<file path="src/rtl/serial_pattern_detector_pkg.sv">
// Shared types and defaults for the serial pattern detector.
// The overlap behaviour is selected by the SEQ_OVERLAP_EN macro in the top module.
package serial_det_pkg;

   typedef enum logic {
      FILL = 1'b0,
      RUN  = 1'b1
   } det_state_t;

   localparam logic [3:0] DEFAULT_PATTERN = 4'b1011;

   // Number of bits needed to hold a fill count in the range 0..n.
   function automatic int fill_width(input int n);
      return (n < 1) ? 1 : $clog2(n + 1);
   endfunction

endpackage

</file>
<file path="src/rtl/serial_pattern_detector_shift_window.sv">
// PATTERN_W-bit serial shift window: new bits enter at the LSB, MSB is the oldest.
// Synchronous clear (reset or match restart) has priority over shifting.
module shift_window #(
   parameter int PATTERN_W = 4
) (
   input  logic                 clk,
   input  logic                 reset,
   input  logic                 clear,
   input  logic                 enable,
   input  logic                 din,
   output logic [PATTERN_W-1:0] window
);

   always_ff @(posedge clk) begin
      if (reset || clear) begin
         window <= '0;
      end else if (enable) begin
         window <= {window[PATTERN_W-2:0], din};
      end
   end

endmodule

</file>
<file path="src/rtl/serial_pattern_detector.sv">
// Serial pattern detector: shifts qualified bits into a window and pulses match when it equals PATTERN.
// Define SEQ_OVERLAP_EN for overlapping detection; the default build restarts the window after each match.
module serial_pattern_detector
   import serial_det_pkg::*;
#(
   parameter int                   PATTERN_W = 4,
   parameter logic [PATTERN_W-1:0] PATTERN   = PATTERN_W'(DEFAULT_PATTERN),
   parameter int                   CNT_W     = 8
) (
   input  logic                 clk,
   input  logic                 reset,
   input  logic                 din,
   input  logic                 din_valid,
   output logic                 match,
   output logic [CNT_W-1:0]     match_count,
   output logic [PATTERN_W-1:0] window
);

   localparam int               FILL_W    = fill_width(PATTERN_W);
   localparam logic [FILL_W-1:0] FILL_FULL = FILL_W'(PATTERN_W);
   localparam logic [CNT_W-1:0] CNT_MAX   = {CNT_W{1'b1}};

   det_state_t            state;
   det_state_t            state_next;
   logic [FILL_W-1:0]     fill;
   logic [FILL_W-1:0]     fill_next;
   logic [FILL_W-1:0]     fill_inc;
   logic [PATTERN_W-1:0]  window_n;
   logic                  win_shift;
   logic                  win_clear;
   logic                  match_next;
   logic [CNT_W-1:0]      count_next;

   shift_window #(
      .PATTERN_W (PATTERN_W)
   ) u_shift_window (
      .clk    (clk),
      .reset  (reset),
      .clear  (win_clear),
      .enable (win_shift),
      .din    (din),
      .window (window)
   );

   always_ff @(posedge clk) begin
      if (reset) begin
         state       <= FILL;
         fill        <= '0;
         match       <= 1'b0;
         match_count <= '0;
      end else begin
         state       <= state_next;
         fill        <= fill_next;
         match       <= match_next;
         match_count <= count_next;
      end
   end

   // A match needs a fully populated window so stale reset zeros can never match.
   always_comb begin
      state_next = state;
      fill_next  = fill;
      win_shift  = 1'b0;
      win_clear  = 1'b0;
      match_next = 1'b0;
      count_next = match_count;
      window_n   = {window[PATTERN_W-2:0], din};
      fill_inc   = (fill == FILL_FULL) ? FILL_FULL : fill + FILL_W'(1);

      if (din_valid) begin
         win_shift = 1'b1;
         fill_next = fill_inc;
         case (state)
            FILL:    if (fill_inc == FILL_FULL) state_next = RUN;
            RUN:     state_next = RUN;
            default: state_next = FILL;
         endcase

         if ((fill_inc == FILL_FULL) && (window_n == PATTERN)) begin
            match_next = 1'b1;
            if (match_count != CNT_MAX) begin
               count_next = match_count + CNT_W'(1);
            end
`ifdef SEQ_OVERLAP_EN
            state_next = RUN;
`else
            win_shift  = 1'b0;
            win_clear  = 1'b1;
            fill_next  = '0;
            state_next = FILL;
`endif
         end
      end
   end

endmodule

</file>
<file path="config.mk">
export PLATFORM = sky130hd
export DESIGN_NAME = serial_pattern_detector
export DESIGN_NICKNAME = d
export VERILOG_FILES = /design/src/rtl/serial_pattern_detector_pkg.sv /design/src/rtl/serial_pattern_detector_shift_window.sv /design/src/rtl/serial_pattern_detector.sv
export SDC_FILE = /design/constraint.sdc
export NUM_CORES = 1
export LEC_CHECK = 0
export ABC_AREA = 0
export CORE_MARGIN = 5
export CORE_UTILIZATION = 53
export CTS_BUF_LIST = sky130_fd_sc_hd__clkbuf_16
export CTS_CLUSTER_DIAMETER = 200
export DETAILED_ROUTE_END_ITERATION = 7
export GPL_ROUTABILITY_DRIVEN = 0
export HOLD_SLACK_MARGIN = 0.06
export PLACE_DENSITY = 0.82
export SLEW_MARGIN = 20
export SYNTH_ARGS = -nofsm -noshare
export SYNTH_HDL_FRONTEND = slang
export SYNTH_SLANG_ARGS = --single-unit
</file>
<file path="constraint.sdc">
create_clock -name clk -period 6.1 [get_ports clk]
set_input_delay 0.61 -clock clk [delete_from_list [all_inputs] [get_ports clk]]
set_output_delay 0.61 -clock clk [all_outputs]
set_load 0.03 [all_outputs]
</file>
# Yosys cells after proc, flatten, opt, wreduce, memory -nomap -nowiden
# Cells that the tools add are included.
[word_totals]
reg_bits = 16
output_inout_bits = 13
[op_classes]
addsub = 2
eq_ne = 4
mux = 6
reduce_logical = 3
[op_table]
columns = ["operator", "count"]
rows = [
  ["$add 8x1->8 const B", 1],
  ["$ne 8x8->1 const B", 1],
  ["$eq 3x3->1 const B", 2],
  ["$mux 3", 2],
  ["$eq 4x4->1 const B", 1],
  ["$mux 1", 4],
  ["$add 3x1->3 const B", 1],
  ["$reduce_and 3->1", 1],
  ["$logic_and 1x1->1", 1],
  ["$logic_or 1x1->1", 1],
]

# Longest topological paths before layout
# Gate-level depths: netlist (run 1).
[logic_depth]
ltp_word = 7
depth_mapped = 6
depth_no_buf = 6

# Hierarchy
# From an unflattened synthesis (run 1), not the netlist that was laid out.
[unflattened]
hier_cells = 92
hier_area_um2 = 802.0
[modules_own_cells]
columns = ["module", "instances", "cells_each", "area_each_um2"]
rows = [
  ["serial_pattern_detector", 1, 79, 656.9],
  ["shift_window", 1, 13, 145.1],
]

# Least setup slack after synthesis (run 1)
# Ideal clock, no wire load.
[synth_path]
kind = "reg2reg"
start = "register fill[0]"
end = "register match_count[0]"
t_arrival_ns = 1.788
required_time_ns = 5.979
setup_slack_ns = 4.192
path_stages_with_launch = 7
n_path_buf = 0
period_less_slack_ns = 1.908
cell_sequence = "dfxtp_1 -> inv_1 -> ha_1 -> nand2b_1 -> a21o_1 -> a311oi_1 -> mux2_2"
[synth_between]
elab_chain_cells = 5
[synth_lines]
columns = ["item", "line_no", "source"]
rows = [
  ["start: declaration", "serial_pattern_detector.sv:25", "logic [FILL_W-1:0] fill;"],
  ["start signal: assignment", "serial_pattern_detector.sv:53", "fill <= fill_next;"],
  ["$add 3x1->3 / $eq 3x3->1 (equally long branches)", "serial_pattern_detector.sv:68", "fill_inc = (fill == FILL_FULL) ? FILL_FULL : fill + FILL_W'(1);"],
  ["$mux 3 (*)", "serial_pattern_detector.sv:68", ""],
  ["$eq 3x3->1 (*)", "serial_pattern_detector.sv:79", "if ((fill_inc == FILL_FULL) && (window_n == PATTERN)) begin"],
  ["$logic_and 1x1->1 (*)", "serial_pattern_detector.sv:79", ""],
  ["$reduce_and 3->1 (no line) (*)", "n/a", ""],
  ["end signal: assignment", "serial_pattern_detector.sv:55", "match_count <= count_next;"],
  ["end: declaration", "serial_pattern_detector.sv:15", "output logic [CNT_W-1:0] match_count,"],
]
# Every way passes the cells marked *; elsewhere a longest branch is shown, timed or not.
# A chain may end at the register's enable or synchronous reset.

# Worst setup path after layout (run 1)
[layout_path]
start = "input port din_valid"
end = "register match_count[0]"
[layout_between]
elab_chain_cells = 1
[layout_lines]
columns = ["item", "line_no", "source"]
rows = [
  ["start: declaration", "serial_pattern_detector.sv:13", "input logic din_valid,"],
  ["$reduce_and 3->1 (no line)", "n/a", ""],
]
# No other way between the ends.

==> results of run 1 <==
layer usage:
layer,up-vias,track usage (%)
li1,393,-
met1,372,18.0
met2,28,27.0
met3,2,6.80
met4,0,6.99
met5,-,0
critical path, delay by kind of cell:
kind                   cells  cell delay (ns)
and+or+nand+nor            1             0.26
buffers and inverters      1             0.75
AOI/OAI and AO/OA          1             0.45
muxes                      1             0.38
state kept, by name (all words and copies together), names as in the netlist:
name and count:
u_shift_window.window 4, match 1, fill 3, match_count 8
layout by cell type, fill, tap and decap left out:
cell type and n:
nand4b_1 1, mux2i_1 2, dfxtp_1 16, a311oi_1 3, a31oi_1 2, nand4_1 1
a21oi_1 10, and3_2 1, nor3b_1 1, and3b_1 1, a311o_1 1, or4_1 1
nor3_1 1, a2111oi_0 1, nand3b_2 1, a21o_1 1, nor4_1 1, and4_1 1
nand3_1 4, o31ai_1 1, nand2_1 7, nor2_1 5, clkbuf_16 3, ha_1 3
a211oi_1 3, or4b_1 1, mux2_2 2, o41ai_1 1, nor2b_1 2, a31o_2 1
and4_2 1, clkdlybuf4s50_1 16, nand2b_1 5, and2_1 1, nand3b_1 5, inv_1 5
cells in the mapped netlist:
library cell / number
o31ai_1: 1
and4_1: 1
a31o_2: 1
a21oi_1: 10
and2_1: 1
nand3b_1: 5
clkbuf_1: 3
or4_1: 1
and3_2: 1
nor4_1: 1
and3b_1: 1
nor3b_1: 1
or4b_1: 1
mux2i_1: 2
a311o_1: 1
nor2b_1: 2
nor2_1: 5
nand3_1: 4
nand4b_1: 1
dfxtp_1: 16
nor3_1: 1
a211oi_1: 3
nand3b_2: 1
a2111oi_0: 1
nand2_1: 7
mux2_2: 2
inv_1: 5
a31oi_1: 2
a311oi_1: 3
nand2b_1: 5
o41ai_1: 1
nand4_1: 1
and4_2: 1
a21o_1: 1
ha_1: 3
buf_6: 1
logic make-up after synthesis:
group / after synthesis / synth area share [%]
fa+ha+maj: 3 / 4.39
mux: 4 / 4.98
compound gates: 24 / 19.0
flops: 16 / 37.5
simple gates: 41 / 29.3
buf+inv: 9 / 4.83
where the power goes:
part	total [W]	internal, W	switching [W]
combinational	0.0000158	0.00000712	0.00000865
sequential	0.000108	0.000107	0.00000148
clock	0.000124	0.0000858	0.0000380
total	0.000248	0.000200	0.0000481
area by class of cell:
type	count	area, um^2
clock buffers	3	75.1
fillers	129	437
inverters	5	18.8
multi-input cells	72	493
flip-flops and latches	16	320
well taps	16	20.0
repair buffers	16	160
final timing paths:
path / depth (start not counted) / slack, ns / endpoint / start
hold reg to reg: 2 / 0.48 / u_shift_window.window[3]$_SDFFE_PP0P_ / u_shift_window.window[3]$_SDFFE_PP0P_
hold / removal: 2 / 0.48 / u_shift_window.window[3]$_SDFFE_PP0P_ / u_shift_window.window[3]$_SDFFE_PP0P_
setup / recovery: 4 / 3.78 / match_count[0]$_SDFFE_PP0P_ / din_valid
setup reg to reg: 6 / 4.03 / match_count[0]$_SDFFE_PP0P_ / fill[0]$_SDFFE_PP0P_
through the flow:
stage	utilization, %	setup WS, ns
3_5_place_dp	66.4	3.51
3_3_place_gp	66.4	3.61
5_1_grt	71.3	3.62
4_1_cts	71.3	3.80
6_report	71.3	3.78
2_1_floorplan	-	4.19
==> summary.md, run 1 <==
| Metric | Value |
|---|---|
| CTS tree | done |
| Mean Syn Cell Area | 8.81 um^2 |
| Placed Area | 0.00101 mm^2 |
| Chip Width | 50.2 um |
| Yosys reg bits | 16 |
| Wl on met1 | 788 um |
| Ant diodes | 0 |
| Core area | 0.00152 mm^2 |
| Final net count | 121 |
| Placed cell count | 125 |
| Setup TNS | 0 ns |
| Status | completed |
| Post-CTS setup buffer count | 0 |
| Share of post-route cells with drive strength above 1 | 8.04% |
| Max VDD drop | 276 uV |
| Synth cell types | 36 |
| Initial antenna violation count | 0 |
| H-tree depth | 1 |
| Via density | just over 6 |
| Clock Tree Root | clkbuf_16 |
| Clock Skew | about 0.0031 ns |
| Critical path launch point type | input port |
| Slew HR | 60.4% |
| Max layer used | met4 |
| Synth top area cells | dfxtp_1 37%, a21oi_1 5.9%, ha_1 4.4% |
| Final Power | 0.000248 W |
| Vias in the first global route | 758 |
| DR DRC count | 0 |
| Final Critical Period | between 2 and 2.5 ns |
| Final-report hold violation count | 0 |
| Power density cells | 228 mW/mm^2 |
| Synth-to-layout area growth | 27.2% |
| Leak | 0.371 nW |
| Mapped cell area | 855 um^2 |
| Routed WL per cell | 14.0 um |
| Detailed router's first-iteration violation count | 27 |
| Critical path peak fanout | 15 |
| First-pass GRT wire length | 3240 um |
| TritonRoute pass-1 iters | 4 |
| CP arrival | ~2.5 ns |
| Period Utilization, post-route | 38.1% |
| WL final | between 1500 and 2000 um |
| Global-route congestion overflow total | 0 |
| Syn_nets | 104 |
| Slowest cell on the critical path | clkdlybuf4s50_1 |
| Sequential share of the synthesized area | 37.5% |
| Synth Instances | 97 |
| Largest area contributor in the synthesized netlist | dfxtp_1 |
| CP cell instances | clkdlybuf4s50_1 > nand3b_2 > a311oi_1 > mux2_2 |
| GRT Util Overall | 16.3% |
| Clk_lat worst skew | 0.24 ns |
| Initial Util | 56.1% |
| Sink Count | 16 |
| Worst slew pin tran | 0.580 ns |
| Routed via count | between 700 and 800 |
| Hold Slack | about 0.48 ns |
| Post-CTS Hold Buffers | 0 |
| Count of input and output buffers | 16 |
| Maxcap violations | 0 |
| Cell area after layout | 0.00109 mm^2 |
| Met3 wire length | roughly 130 um |
| Synth Warn # | 0 |
| Chip Height | 50.2 um |
| Die ar. | 0.00252 mm^2 |
| Num CTS Buffers | 3 |
| Top cell type's share of synthesized area | around 37% |
| Fmax | between 400 and 500 MHz |
| RSZ-0062 raised after global routing | no |
| Met2 Routed Length | 858 um |
| Final std cells w/o fill | 128 |
| Hold Path Class | flop to flop |
| # setup viols final | 0 |
| Largest net degree at the start of global routing | 18 |
| Longest Clk Path Bufs | 2 |
| Post-cts sizing count | 0 |
| I/O pin total | 17 |
| ANT nets after route | 0 |
| Final Max Tran Viols | 0 |
| Hpwl dp | 1280 um |
| Clk slew on worst S/H paths | 0.04 ns |
| WP data required | 6.23 ns |
| Max incr delay on CP | 0.75 ns |
| Critical Path Sink Type | flop |
| Crit Path Category | input port to flop |
| # rows | 14 |
Note: power is estimated with default switching activity, not from simulation.
==> run 2, diff against run 1 <==
--- a/config.mk
+++ b/config.mk
@@ -7,13 +7,13 @@
 export LEC_CHECK = 0
 export ABC_AREA = 0
 export CORE_MARGIN = 5
-export CORE_UTILIZATION = 53
+export CORE_UTILIZATION = 44
 export CTS_BUF_LIST = sky130_fd_sc_hd__clkbuf_16
 export CTS_CLUSTER_DIAMETER = 200
 export DETAILED_ROUTE_END_ITERATION = 7
 export GPL_ROUTABILITY_DRIVEN = 0
 export HOLD_SLACK_MARGIN = 0.06
-export PLACE_DENSITY = 0.82
+export PLACE_DENSITY = 0.73
 export SLEW_MARGIN = 20
 export SYNTH_ARGS = -nofsm -noshare
 export SYNTH_HDL_FRONTEND = slang
==> constraint.sdc (replaced) <==
create_clock -name clk -period 2 [get_ports clk]
set_input_delay 0.2 -clock clk [delete_from_list [all_inputs] [get_ports clk]]
set_output_delay 0.2 -clock clk [all_outputs]
set_load 0.03 [all_outputs]
==> run 2 against run 1 <==
Net effect:
- hold slack better by 0.013 ns
- core utilization is 9.8 points lower
- routed wire length is 17% higher
- combinational power grew to 3.4 times the previous value
- die area is 16% higher
- final cell count is 14% higher
- design area is 7.6% higher
- via count is 3.8% higher
- sequential share of layout area is 2.1 points lower
- largest cell class unchanged
==> summary.md, run 2 (synthesis results as in run 1) <==
| Metric | Value |
|---|---|
| Synth-to-layout area growth | 36.9% |
| WL final | 2110 um (+17%) |
| Clock Skew | 0.00596 ns (+0.00288 ns) |
| Status | completed |
| TritonRoute pass-1 iters | 4 (unchanged) |
| Worst slew pin tran | 0.383 ns (-0.197 ns) |
| Final Critical Period | roughly 1.9 ns |
| Crit path max-delay family | simple AND/OR/NAND/NOR gates |
| Maxcap violations | 0 (unchanged) |
| Fill cells | 165 (+28%) |
| Routed WL per cell | 14.4 um (+3.0%) |
| Routed via count | 825 (+3.8%) |
| Top Registers | match_count: 8 flops, u_shift_window.window: 4 flops, fill: 3 flops |
| Post-CTS Hold Buffers | 0 (unchanged) |
| Crit path depth | 6 (+2) |
| Sink Count | 16 (unchanged) |
| Slowest cell on the critical path | or4_1 |
| Fin util | 61.5% (-9.8 points) |
| CP arrival | 2.11 ns (-0.34 ns) |
| Hold Path Class | flop to flop |
| Initial antenna violation count | 0 (unchanged) |
| H-tree depth | 1 (unchanged) |
| Cells on worst reg2reg path | 6 (unchanged) |
| WP buf/inv | 1 (unchanged) |
| Post-CTS setup buffer count | 0 (unchanged) |
| # setup viols final | 0 (unchanged) |
| Largest net degree at the start of global routing | 15 (-3) |
| Slew HR | 74.4% (+14 points) |
| Power density cells | 662 mW/mm^2 (+190%) |
| Clk_lat worst skew | 0.25 ns (about the same) |
| Detailed router's first-iteration violation count | 17 (-37%) |
| Num CTS Buffers | 3 (unchanged) |
| CP cell instances | inv_1 > ha_1 > nand2b_1 > a21o_1 > or4_1 > a21oi_1 |
| Most frequent cells in the layout | 16 x dfxtp_1, 16 x clkdlybuf4s50_1, 10 x a21oi_1 |
| Placed Area | 0.00107 mm^2 (+5.8%) |
| Longest Clk Path Bufs | 2 (unchanged) |
| Chip Height | 54.1 um (+7.8%) |
| Final net count | 127 (+5.0%) |
| Share of post-route cells with drive strength above 1 | 15.1% (+7.1 points) |
| CTS tree | done |
| Hpwl dp | 1500 um (+17%) |
| Critical path peak fanout | 5 (-10) |
| Setup TNS | 0 ns (unchanged) |
| Post-cts sizing count | 0 (unchanged) |
| Number of flip-flops in the largest register | 8 (unchanged) |
| Clock Tree Root | clkbuf_16 |
| Via density | 5.65 (-9.0%) |
| RSZ-0062 raised after global routing | yes |
| Ant diodes | 0 (unchanged) |
| Final-report hold violation count | 0 (unchanged) |
| DR DRC count | 0 (unchanged) |
| # rows | 16 (+2) |
| Die ar. | 0.00292 mm^2 (+16%) |
| Leak | 0.404 nW (+8.7%) |
| Final worst setup slack | 0.0634 ns (-3.71 ns) |
| Global-route congestion overflow total | 0 (unchanged) |
| Max incr delay on CP | 0.52 ns (-0.23 ns) |
| Count of input and output buffers | 16 (unchanged) |
| I/O pin total | 17 (unchanged) |
| Placed cell count | 142 (+14%) |
| GRT Util Overall | 16.2% (-0.090 points) |
| Setup Slack @ Placement | 0.0382 ns (-3.47 ns) |
| Critical Path Sink Type | flop |
| Core area | 0.00190 mm^2 (+25%) |
| Final Max Tran Viols | 0 (unchanged) |
| Fmax | just over 500 MHz |
| Biggest register | match_count |
| Vias in the first global route | 791 (+4.4%) |
| WP data required | 2.17 ns (-4.06 ns) |
| Period Utilization, post-route | approximately 97% |
| Final std cells w/o fill | 146 (+14%) |
| Critical path launch point type | flop |
| Clk slew on worst S/H paths | 0.05 ns (about the same) |
| Cell area after layout | 0.00117 mm^2 (+7.6%) |
| First-pass GRT wire length | 3340 um (+3.2%) |
| Max VDD drop | 452 uV (+64%) |
| ANT nets after route | 0 (unchanged) |
| Crit Path Category | flop to flop |
| Chip Width | 54.1 um (+7.8%) |
| Initial Util | 44.9% (-11 points) |
| Hold path depth | 2 (unchanged) |
-- run 2: routing by layer --
layer  vias to the layer above  routed length (um)  GRT usage [%]  share of wire, %
met5                         -                   0              0                 0
met3                         7                 111           4.99               5.3
met4                         0                  65           9.96               3.1
li1                        414                   -              -                 -
met1                       381                 918           18.4                44
met2                        23                1010           26.2                48
-- run 2: area by class of cell --
cell class	instances	area (um^2)	area share (%)
Timing Repair Buffer	22	205	17.5
Tap cell	27	33.8	2.89
Sequential cell	16	320	27.4
Clock buffer	3	75.1	6.42
Multi-Input combinational cell	72	513	43.9
Clock inverter	1	3.75	0.321
Inverter	5	18.8	1.60
-- run 2: worst paths after layout --
| kind | start | to | slack [ns] |
|---|---|---|---|
| hold / removal | fill[1]$_SDFFE_PP0P_ | fill[1]$_SDFFE_PP0P_ | 0.49 |
| setup / recovery | fill[0]$_SDFFE_PP0P_ | match_count[5]$_SDFFE_PP0P_ | 0.06 |
| hold reg to reg | fill[1]$_SDFFE_PP0P_ | fill[1]$_SDFFE_PP0P_ | 0.49 |
| setup reg to reg | fill[0]$_SDFFE_PP0P_ | match_count[5]$_SDFFE_PP0P_ | 0.06 |
-- run 2: where the power goes --
part           switching (W)  internal, W  leakage, nW
clock network       0.000127     0.000265       0.0385
registers         0.00000424     0.000325        0.130
logic              0.0000284    0.0000248        0.236
total               0.000160     0.000615        0.404
-- run 2: tightest hold or removal path, delay by kind of cell (launching register included) --
kind | cells | cell delay (ns)
flops | 1 | 0.32
simple gates | 1 | 0.07
compound gates | 1 | 0.06
-- run 2: through the flow --
stage	power, W	hold slack, ns
after floorplan	0.000367	0.364
after global placement	0.000386	0.463
after detailed placement	0.000388	0.489
after CTS	0.000777	0.498
after global routing	0.000802	0.527
final	0.000774	0.494
==> run 3, diff against run 2 <==
--- a/config.mk
+++ b/config.mk
@@ -10,9 +10,11 @@
 export CORE_UTILIZATION = 44
 export CTS_BUF_LIST = sky130_fd_sc_hd__clkbuf_16
 export CTS_CLUSTER_DIAMETER = 200
+export CTS_CLUSTER_SIZE = 16
 export DETAILED_ROUTE_END_ITERATION = 7
 export GPL_ROUTABILITY_DRIVEN = 0
 export HOLD_SLACK_MARGIN = 0.06
+export MAX_ROUTING_LAYER = met4
 export PLACE_DENSITY = 0.73
 export SLEW_MARGIN = 20
 export SYNTH_ARGS = -nofsm -noshare
==> run 3 against run 2 <==
Net effect:
- total power hardly changed
- final cell count stayed put
- design area stayed put
- die area stayed put
- via count is 0.24% higher
- core utilization stayed put
- critical path depth stayed put
- flip-flop and latch count stayed put
- clock skew hardly changed
- non-clock buffer count stayed put
- register-to-register slack hardly changed
- hold slack hardly changed
==> summary.md, run 3 (synthesis results as in run 1) <==
| Metric | Value |
|---|---|
| Final Power | 0.000775 W (about the same) |
| Period Utilization, post-route | 96.8% (about the same) |
| Hold Slack | 0.494 ns (-0.0000200 ns) |
| Final Critical Period | 1.94 ns (-0.00143 ns) |
| Share of post-route cells with drive strength above 1 | 15.1% (unchanged) |
| Critical path peak fanout | 5 (unchanged) |
| Slowest cell on the critical path | or4_1 |
| ANT nets after route | 0 (unchanged) |
| TritonRoute pass-1 iters | 4 (unchanged) |
| Maxcap violations | 0 (unchanged) |
| Synth-to-layout area growth | 36.9% (unchanged) |
| RSZ-0062 raised after global routing | yes |
| Critical Path Sink Type | flop |
| Clock Tree Root | clkbuf_16 |
| Chip Width | 54.1 um (unchanged) |
| Most frequent cells in the layout | 16 x dfxtp_1, 16 x clkdlybuf4s50_1, 10 x a21oi_1 |
| Biggest register | match_count |
| Chip Height | 54.1 um (unchanged) |
| Clk slew on worst S/H paths | 0.05 ns (about the same) |
| Global-route congestion overflow total | 0 (unchanged) |
| Fmax | 517 MHz (about the same) |
| Critical path launch point type | flop |
| Fin util | 61.5% (unchanged) |
| Vias in the first global route | 790 (-0.13%) |
| I/O pin total | 17 (unchanged) |
| Count of input and output buffers | 16 (unchanged) |
| Crit path max-delay family | simple AND/OR/NAND/NOR gates |
| Reg-to-reg slack, setup | 0.06 ns (about the same) |
| CTS tree | done |
| Setup Slack @ Placement | 0.0382 ns (unchanged) |
| DR DRC count | 0 (unchanged) |
| Final worst setup slack | 0.0648 ns (+0.00143 ns) |
| H-tree depth | 1 (unchanged) |
| Core area | 0.00190 mm^2 (unchanged) |
| # setup viols final | 0 (unchanged) |
| Crit path launch | fill[0]$_SDFFE_PP0P_ |
| Post-CTS Hold Buffers | 0 (unchanged) |
| CP cell instances | inv_1 > ha_1 > nand2b_1 > a21o_1 > or4_1 > a21oi_1 |
| GRT Util Overall | 16.6% (+0.46 points) |
| Worst R2R Start | fill[0]$_SDFFE_PP0P_ |
| Initial Util | 44.9% (unchanged) |
| Initial antenna violation count | 0 (unchanged) |
| Final net count | 127 (unchanged) |
| Routed via count | 827 (+0.24%) |
| Longest Clk Path Bufs | 2 (unchanged) |
| Via density | 5.66 (+0.24%) |
| Clk_lat worst skew | 0.25 ns (about the same) |
| WL final | 2110 um (about the same) |
| Final Max Tran Viols | 0 (unchanged) |
| Max VDD drop | 452 uV (about the same) |
| Die ar. | 0.00292 mm^2 (unchanged) |
| Status | completed |
| Routed WL per cell | 14.4 um (about the same) |
| Hpwl dp | 1500 um (unchanged) |
| Final-report hold violation count | 0 (unchanged) |
| Post-CTS setup buffer count | 0 (unchanged) |
| Max incr delay on CP | 0.52 ns (about the same) |
| Number of flip-flops in the largest register | 8 (unchanged) |
| Crit Path Category | flop to flop |
| WP data required | 2.17 ns (about the same) |
| Sink Count | 16 (unchanged) |
| Worst slew pin tran | 0.402 ns (+0.0187 ns) |
| Power density cells | 662 mW/mm^2 (about the same) |
| Ant diodes | 0 (unchanged) |
| Detailed router's first-iteration violation count | 17 (unchanged) |
| Hold Path Class | flop to flop |
| Num CTS Buffers | 3 (unchanged) |
| Leak | 0.404 nW (unchanged) |
| Slew HR | 73.2% (-1.2 points) |
| First-pass GRT wire length | 3350 um (+0.21%) |
| Clock Skew | 0.00572 ns (-0.000244 ns) |
| Top Registers | match_count: 8 flops, u_shift_window.window: 4 flops, fill: 3 flops |
| # rows | 16 (unchanged) |
| Largest net degree at the start of global routing | 15 (unchanged) |
| WP buf/inv | 1 (unchanged) |
| CP arrival | 2.11 ns (about the same) |
| Hold_sp | u_shift_window.window[3]$_SDFFE_PP0P_ |
-- run 3: worst paths after layout --
path,end,depth (start not counted)
worst max-delay path,match_count[5]$_SDFFE_PP0P_,6
worst min-delay path,u_shift_window.window[3]$_SDFFE_PP0P_,2
worst max register to register,match_count[5]$_SDFFE_PP0P_,6
worst min register to register,u_shift_window.window[3]$_SDFFE_PP0P_,2
-- run 3: repair_timing --
item | in CTS | in global routing
endpoints found under the setup margin | 0 | 6
hold endpoints to repair | 0 | 0
gates resized for setup | 0 | 4
-- run 3: worst register-to-register path: cells and delay by family, from the launching register on --
kind	cells	cell delay [ns]
flip-flops	1	0.35
AO/OA/AOI/OAI	2	0.42
AND/OR/NAND/NOR	2	0.73
adder cells (fa/ha/maj)	1	0.30
buffers and inverters	1	0.07
-- run 3: area by class of cell --
cell class	count	area [um^2]
well taps	27	33.8
multi-input cells	72	513
inverters	5	18.8
clock buffers	3	75.1
clock inverters	1	3.75
repair buffers	22	205
fillers	165	732
flip-flops and latches	16	320
-- run 3: per-stage QoR --
stage	cells	setup TNS, ns	instance area [um^2]
finish	146	0	1170
global route	146	-0.00341	1170
CTS	146	0	1150
detailed placement	142	0	1070
global placement	142	0	1070
floorplan	97	0	855
-- run 3: layer usage --
metal	vias to the layer above	part of all wire [%]	track usage, %	wire length [um]
li1	411	-	-	-
met1	384	44	18.7	930
met2	25	48	26.2	1010
met3	7	4.5	4.43	95
met4	0	3.3	9.96	70
met5	-	0	-	0
-- run 3: power by group --
group | internal (W) | switching, W
Clock | 0.000265 | 0.000127
Combinational | 0.0000248 | 0.0000285
Sequential | 0.000325 | 0.00000427
Total | 0.000615 | 0.000160
